## config.mk

```make
export PLATFORM = sky130hd
export DESIGN_NAME = timer_peripheral_flat
export DESIGN_NICKNAME = d
export VERILOG_FILES = /design/src/rtl/timer_peripheral_if.sv /design/src/rtl/timer_peripheral.sv /design/src/flat_wrapper.sv
export SDC_FILE = /design/constraint.sdc
export NUM_CORES = 1
export LEC_CHECK = 0
export CAP_MARGIN = 20
export CORE_AREA = 2 2 143 145
export CTS_CLUSTER_DIAMETER = 120
export CTS_CLUSTER_SIZE = 20
export DETAILED_ROUTE_END_ITERATION = 7
export DIE_AREA = 0 0 145 147
export GPL_TIMING_DRIVEN = 0
export PLACE_DENSITY = 0.53
export SLEW_MARGIN = 0
export SYNTH_ARGS = -nofsm -noshare
export SYNTH_HDL_FRONTEND = slang
export SYNTH_SLANG_ARGS = --single-unit
```

## constraint.sdc

```tcl
create_clock -name clk -period 2.23 [get_ports clk]
set_input_delay 0.3345 -clock clk [delete_from_list [all_inputs] [get_ports clk]]
set_output_delay 0.3345 -clock clk [all_outputs]
set_load 0.005 [all_outputs]
```

## src/rtl/timer_peripheral_if.sv

```systemverilog
// Data-bus port of the reload timer: the MEM stage drives address, strobes and write data;
// the timer returns registered read data one cycle later.
interface timer_peripheral_if;
    logic [31:0] addr;
    logic        mem_read;
    logic        mem_write;
    logic [31:0] wdata;
    logic [31:0] rdata;

    modport master (output addr, output mem_read, output mem_write, output wdata, input rdata);
    modport slave  (input addr, input mem_read, input mem_write, input wdata, output rdata);
endinterface

```

## src/rtl/timer_peripheral.sv

```systemverilog
// Memory-mapped 32-bit reload timer (TH reload, TL counter, TCON control/status) with prescaler.
// Optional one-shot mode (TCON bit3 = OS) is compiled in when TIMER_ONESHOT_EN is defined.
module timer_peripheral #(
    parameter logic [31:0] BASE_ADDR = 32'h4000_0000,
    parameter int unsigned PRESCALE  = 1
) (
    input  logic              clk,
    input  logic              reset,
    timer_peripheral_if.slave bus,
    output logic              irq
);

`ifdef TIMER_ONESHOT_EN
    localparam int TCON_W = 4;
`else
    localparam int TCON_W = 3;
`endif

    localparam int EN_BIT = 0;
    localparam int IE_BIT = 1;
    localparam int IS_BIT = 2;

    localparam logic [1:0]  ADDR_TH   = 2'd0;
    localparam logic [1:0]  ADDR_TL   = 2'd1;
    localparam logic [1:0]  ADDR_TCON = 2'd2;
    localparam logic [15:0] PCNT_LAST = 16'(PRESCALE - 1);

    logic [31:0]       th_q, th_d;
    logic [31:0]       tl_q, tl_d;
    logic [TCON_W-1:0] tcon_q, tcon_d;
    logic [15:0]       pcnt_q, pcnt_d;
    logic [31:0]       rdata_q, rdata_d;

    logic        in_window;
    logic        wr_th, wr_tl, wr_tcon;
    logic        tick, overflow;
    logic [31:0] rd_val;
    logic [1:0]  unused_addr_lsb;

    // Byte lanes are not decoded; only whole-word accesses exist on this bus.
    assign unused_addr_lsb = bus.addr[1:0];

    assign in_window = (bus.addr[31:4] == BASE_ADDR[31:4]) && (bus.addr[3:2] != 2'd3);
    assign wr_th     = bus.mem_write && in_window && (bus.addr[3:2] == ADDR_TH);
    assign wr_tl     = bus.mem_write && in_window && (bus.addr[3:2] == ADDR_TL);
    assign wr_tcon   = bus.mem_write && in_window && (bus.addr[3:2] == ADDR_TCON);

    assign tick     = tcon_q[EN_BIT] && (pcnt_q == PCNT_LAST);
    assign overflow = tick && (tl_q == 32'hFFFF_FFFF);

    assign irq       = tcon_q[IE_BIT] & tcon_q[IS_BIT];
    assign bus.rdata = rdata_q;

    always_comb begin
        // NOTE: every output of this block is defaulted first so no path leaves a latch behind.
        rd_val  = 32'd0;
        th_d    = th_q;
        tl_d    = tl_q;
        tcon_d  = tcon_q;
        pcnt_d  = pcnt_q;
        rdata_d = 32'd0;

        case (bus.addr[3:2])
            ADDR_TH:   rd_val = th_q;
            ADDR_TL:   rd_val = tl_q;
            ADDR_TCON: rd_val = 32'(tcon_q);
            default:   rd_val = 32'd0;
        endcase
        if (bus.mem_read && in_window) begin
            rdata_d = rd_val;
        end

        if (tcon_q[EN_BIT]) begin
            pcnt_d = tick ? 16'd0 : pcnt_q + 16'd1;
        end

        if (overflow) begin
            tl_d = th_q;
            if (tcon_q[IE_BIT]) begin
                tcon_d[IS_BIT] = 1'b1;
            end
`ifdef TIMER_ONESHOT_EN
            if (tcon_q[3]) begin
                tcon_d[EN_BIT] = 1'b0;
            end
`endif
        end else if (tick) begin
            tl_d = tl_q + 32'd1;
        end

        // Software writes are applied last so they override same-cycle timer updates.
        if (wr_th) begin
            th_d = bus.wdata;
        end
        if (wr_tl) begin
            tl_d = bus.wdata;
        end
        if (wr_tcon) begin
            tcon_d = bus.wdata[TCON_W-1:0];
        end
    end

    // NOTE: state updates use non-blocking assignment so every flop samples pre-edge values.
    always_ff @(posedge clk or negedge reset) begin
        if (!reset) begin
            th_q    <= 32'd0;
            tl_q    <= 32'd0;
            tcon_q  <= '0;
            pcnt_q  <= 16'd0;
            rdata_q <= 32'd0;
        end else begin
            th_q    <= th_d;
            tl_q    <= tl_d;
            tcon_q  <= tcon_d;
            pcnt_q  <= pcnt_d;
            rdata_q <= rdata_d;
        end
    end

endmodule

```

## src/flat_wrapper.sv

```systemverilog
// flat-port wrapper written by rule: the top's interface ports become plain ports
module timer_peripheral_flat 
#(
    parameter logic [31:0] BASE_ADDR = 32'h4000_0000,
    parameter int unsigned PRESCALE  = 1
)
  (clk, reset, irq, bus_addr, bus_mem_read, bus_mem_write, bus_wdata, bus_rdata);
  timer_peripheral_if bus_i ();
  input  logic clk;
  input  logic reset;
  output logic irq;
  input wire logic [$bits(bus_i.addr)-1:0] bus_addr;
  input wire logic [$bits(bus_i.mem_read)-1:0] bus_mem_read;
  input wire logic [$bits(bus_i.mem_write)-1:0] bus_mem_write;
  input wire logic [$bits(bus_i.wdata)-1:0] bus_wdata;
  output wire logic [$bits(bus_i.rdata)-1:0] bus_rdata;
  assign bus_i.addr = bus_addr;
  assign bus_i.mem_read = bus_mem_read;
  assign bus_i.mem_write = bus_mem_write;
  assign bus_i.wdata = bus_wdata;
  assign bus_rdata = bus_i.rdata;
  timer_peripheral #(.BASE_ADDR(BASE_ADDR), .PRESCALE(PRESCALE)) u_core (.clk(clk), .reset(reset), .bus(bus_i), .irq(irq));
endmodule
```

## Word-level counts from Yosys, hierarchy flattened

Index checks and enable logic that the tools add are counted.

| operators by class | value |
|---|---|
| equality and inequality tests | 5 |
| div/mod/pow operators | 0 |
| shift-type cells | 0 |
| mux-type cells | 9 |
| bitwise gates (word level) | 1 |
| reduce and logical (&&, ||, !) cells | 14 |
| multipliers | 0 |
| add/sub/neg operators | 2 |
| order comparisons | 0 |

Operators by type and width:

| operator | number |
|---|---|
| two-way mux 32 bit | 4 |
| one-hot mux 32 bit (3 select lines) | 1 |
| adder 32 x 1 -> 32 bit (second input constant) | 1 |
| equality test 32 bit (second input constant) | 1 |
| equality test 28 x 27 -> 1 bit (second input constant) | 1 |
| adder 16 x 1 -> 16 bit (second input constant) | 1 |
| logical NOT 16 bit | 1 |
| two-way mux 16 bit | 1 |
| logical AND 1 bit | 8 |
| nonzero test 2 bit | 2 |
| two-way mux 3 bit | 1 |
| nonzero test 3 bit | 1 |
| equality test 2 x 1 -> 1 bit (second input constant) | 1 |
| equality test 2 bit (second input constant) | 1 |
| logical NOT 2 bit | 1 |
| two-way mux 1 bit | 2 |
| != test 2 bit (second input constant) | 1 |
| AND reduction 2 bit | 1 |
| AND 1 bit | 1 |

| word-level totals | value |
|---|---|
| memories | 0 |
| bits in latches | 0 |
| flip-flop bits (word level) | 115 |
| memory bits (writable) | 0 |
| bits in read-only memories | 0 |
| input port bits | 68 |
| output and inout port bits | 33 |

## Logic depth before layout (Yosys ltp)

| logic depth | value |
|---|---|
| depth after elaboration | 6 |
| mapped depth | 9 |

## Least setup slack after synthesis

No wires, ideal clock.

| timing path | value |
|---|---|
| path type | register -> register |
| from | register u_core.pcnt_q[0] |
| to | register u_core.tl_q[22] |
| buffers on the path | 0 |
| arrival time | 1984 ps |
| slack | 124 ps |
| cell stages (with the launch flop) | 9 |
| clock period less this slack | 2106 ps |
| cell sequence | dfrtp_1 > inv_1 > ha_1 > nor4bb_1 > nand4_1 > nor3_2 > mux2_2 > o22ai_1 > o21ai_1 |

| between the ends | value |
|---|---|
| word-level cells in the longest chain between the ends | 5 |
| elaborated cells between the ends (all ways) | 6 |
| classes of those cells | mux (2); reduce/logical (4) |

RTL lines:

| item | RTL line | source |
|---|---|---|
| from (decl) | timer_peripheral.sv:31 | `logic [15:0] pcnt_q, pcnt_d;` |
| from (signal assigned) | timer_peripheral.sv:115 | `pcnt_q <= pcnt_d;` |
| logical NOT 16 bit * | timer_peripheral.sv:48 | `assign tick = tcon_q[EN_BIT] && (pcnt_q == PCNT_LAST);` |
| logical AND 1 bit * | timer_peripheral.sv:48 |  |
| logical AND 1 bit | timer_peripheral.sv:49 | `assign overflow = tick && (tl_q == 32'hFFFF_FFFF);` |
| two-way mux 32 bit | timer_peripheral.sv:77 | `if (overflow) begin` |
| two-way mux 32 bit | timer_peripheral.sv:95 | `if (wr_tl) begin` |
| to (signal assigned) | timer_peripheral.sv:113 | `tl_q <= tl_d;` |
| to (decl) | timer_peripheral.sv:29 | `logic [31:0] tl_q, tl_d;` |

Mark *: on every way between the ends. The rest lies on a longest branch, timed or not.
A chain may end at the register's enable or synchronous reset.

## Final worst setup path

| timing path | value |
|---|---|
| from | register u_core.pcnt_q[1] |
| to | register u_core.tl_q[1] |

Same word-level chain as after synthesis.

==> key figures <==
Clock tree
  – CTS Sinks: 115
  – CTS tree: yes
  – TritonCTS Buffers: 17
  – Max Root-Sink Buffers: 2
  – Clock transition at path regs: 0.05 ns
  – Clock latency on the worst-skew pair: 0.43 ns
  – Htree depth: 4
  – Root buffer cell: clkbuf_16

Worst setup path
  – Crit path kind: reg2reg
  – Origin of the worst setup path: u_core.pcnt_q[1]
  – Worst r2r src: u_core.pcnt_q[1]
  – Setup crit end kind: flip-flop
  – Critical Path AT: 2.56 ns
  – Worst Path Max Fanout: 7
  – Critical Path RT: 2.54 ns
  – Startpoint Class: flip-flop

Final layout
  – Diode count: 0
  – Area Growth Syn to Fin: 43.3%
  – Share of cells above drive strength 1: 24.3%
  – Fin cells: 1,038
  – FILL cells: 1,906
  – Total Nets Final: 826

Routing
  – Vias/cell: 5.15
  – Drc violations: 0
  – Vias: 5,346
  – DRT Pass-1 Iters: 5
  – WL final: 19,100 µm
  – Post-route ant nets: 0
  – DRT iter0 DRCs: 378
  – DR WL/cell: 18.4 µm

Pwr
  – Pwr Density: 627 nW/µm²
  – Combinational share of power: 4.6%
  – Peak VDD IR: 0.461 mV
  – P_sw: 0.00109 W
  – Leak pwr: 3.83 nW
  – Switching share of power: 20.0%
  – Int Pwr: 0.00434 W
  – Pwr Total: 0.00543 W
  – Clock network fraction of total power: 56.9%
  – Reg power frac: 38.5%

Timing
  – Worst slew pin tran: 0.831 ns
  – Fin crit share: 101%
  – Setup TNS: -0.0197 ns
  – Final setup fails: 1
  – Final Hold Slack: 0.411 ns
  – Post-layout minimum cycle time: 2.25 ns
  – Final hold vios: 0
  – Worst slew margin: 44.6%
  – RSZ-0062 raised after global routing: yes
  – Setup WS post-layout: -0.0197 ns
  – Fmax: 445 MHz
  – Slew Viols, Final: 0
  – Clk_skew: 0.00823 ns

Status
  – Status: finished with violations
  – Failing checks: setup timing

Synth
  – Synth async-reset ratio: 100%
  – Unique masters post-synth: 65
  – Area leader, netlist: dfrtp_1
  – Post-synth top cells: dfrtp_1 (115), nand2_1 (56), nor2_1 (56)
  – Most frequent cell after synthesis: dfrtp_1
  – Top cells by area, synth: dfrtp_1 (48%), mux2_2 (6.7%), mux2i_1 (6.1%)
  – Synthesized Nets: 669
  – Mean post-synth cell area: 10.1 µm²
  – Synth Flop Type: dfrtp_1
  – Yosys warnings: 0
  – Top-area cell type share of the netlist area: 47.6%
  – Cell count after synthesis: 598
  – Post-synth EDFFs: 0
  – Sequential area share after synthesis: 47.6%
  – Synth Register Bits: 115
  – Syn Std Cell Area: 6040 µm²

Floorplan
  – I/O pins: 101
  – Die Y: 147 µm
  – Die Area: 21,300 µm²
  – Core area: 19,800 µm²
  – Initial Util: 30.5%
  – Floorplan row count: 52
  – Die W: 145 µm

Place
  – Port Buf Inserts: 97
  – HPWL after DPL: 13,100 µm
  – Post-Place Worst Slack: -0.787 ns
  – Placed insts: 966
  – GPL Wtd Cong: 0.871

Global route
  – Pin count of the biggest net entering global routing: 67
  – Global-route wire length before repair: 30,600 µm
  – Congestion Overflow GR: 0
  – Initial antenna violation count: 0
  – Vias in the first global route: 5,455
  – Tot GR Track Use: 18.4%

Run
  – Max-cap violation count: 0

Worst hold path
  – Hold Path Class: in2async
[layout by cell type, fill, tap and decap left out, types with 5 or more instances in the layout]
cell	netlist	final
o211ai_1	6	6
buf_4	4	43
a21oi_1	25	23
nor4_1	14	6
xor2_1	5	5
buf_6	1	9
dfrtp_1	115	113
and2_1	5	5
and4_1	8	7
clkbuf_1	14	10
mux2_2	36	35
buf_2	15	9
nor2_1	56	56
nor3_4	2	5
bufinv_16	0	6
nand2_1	56	51
inv_1	11	9
o21ai_0	23	20
nand4_1	18	18
mux2i_1	37	36
nor3_1	9	6
clkbuf_16	0	17
a21o_1	7	7
xnor2_1	11	11
and3_1	9	9
clkdlybuf4s50_1	0	96
o21ai_1	4	7
nor4_2	2	6
nand3_1	34	33
[cells by family after synthesis]
| group | Yosys count | share of synthesized area [%] |
|---|---|---|
| AOI/OAI and AO/OA | 102 | 10.9 |
| xor gates and xnor gates | 16 | 2.32 |
| adders and majority gates | 3 | 0.621 |
| buffers and inverters | 47 | 3.87 |
| DFF | 115 | 47.6 |
| muxes | 73 | 12.8 |
| and+or+nand+nor | 242 | 21.9 |
[path summary, 6_finish.rpt]
path	depth (start not counted)	slack [ns]	endpoint
worst min-delay path	2	0.41	u_core.bus.rdata[8]
worst max-delay path	10	-0.02	u_core.tl_q[1]
max in group asynchronous	3	1.12	u_core.bus.rdata[20]
min in group clk	3	0.50	u_core.tl_q[6]
worst min register to register	1	0.50	u_core.pcnt_q[15]
worst max register to register	10	-0.02	u_core.tl_q[1]
[power by group through the flow]
stage / Combinational (W) / Sequential (W) / Clock [W]
floorplan: 0.0000481 / 0.00213 / 0
global placement: 0.000237 / 0.00213 / 0
detailed placement: 0.000247 / 0.00212 / 0
CTS: 0.000250 / 0.00209 / 0.00315
global route: 0.000273 / 0.00209 / 0.00325
finish: 0.000250 / 0.00209 / 0.00309
[state kept, by name (all words and copies together) (netlist names)]
signal            flops
u_core.tl_q          32
u_core.bus.rdata     32
u_core.pcnt_q        16
u_core.tcon_q         3
u_core.th_q          32
[metrics by stage]
stage                     cell area (µm²)  util (%)
final                                8660      43.7
after global routing                 8660      43.7
after CTS                            8270      41.7
after detailed placement             7380      37.2
after global placement               7350      37.0
after floorplan                      6040         -
[routing by layer]
metal | global-route usage (%) | routed length (µm) | vias up
li1 | - | - | 2503
met5 | 0 | 0 | -
met3 | 4.16 | 880 | 31
met2 | 29.2 | 9160 | 134
met4 | 8.07 | 395 | 0
met1 | 24.3 | 8680 | 2678
[final cells by class]
type                       instances  area (µm²)  share of cell area (%)
buffer                            36         259                    2.99
multi-input combinational        436        3170                    36.5
clock buffer                      22         454                    5.24
timing repair buffer             138        1320                    15.2
inverter                          11        41.3                   0.477
tap                              270         338                    3.90
clock inverter                    10         204                    2.35
sequential                       115        2880                    33.3
[critical path, cell delays in order, from the launching register on]
cell	delay (ns)
dfrtp_1	0.38
inv_2	0.08
ha_4	0.12
nor4bb_4	0.28
buf_4	0.14
and4_4	0.25
and4_4	0.29
buf_12	0.14
mux2i_2	0.21
a211oi_2	0.09
a21o_1	0.15
[timing repair]
action,4_1_cts,5_1_grt
gates cloned,0,1
hold buffers,1,0
pin swaps,9,18
setup endpoints to repair,75,74
endpoints found under the hold margin,49,0
setup buffers,16,22
gates resized for setup,26,67
No activity file was read; power rests on OpenSTA's default activity.
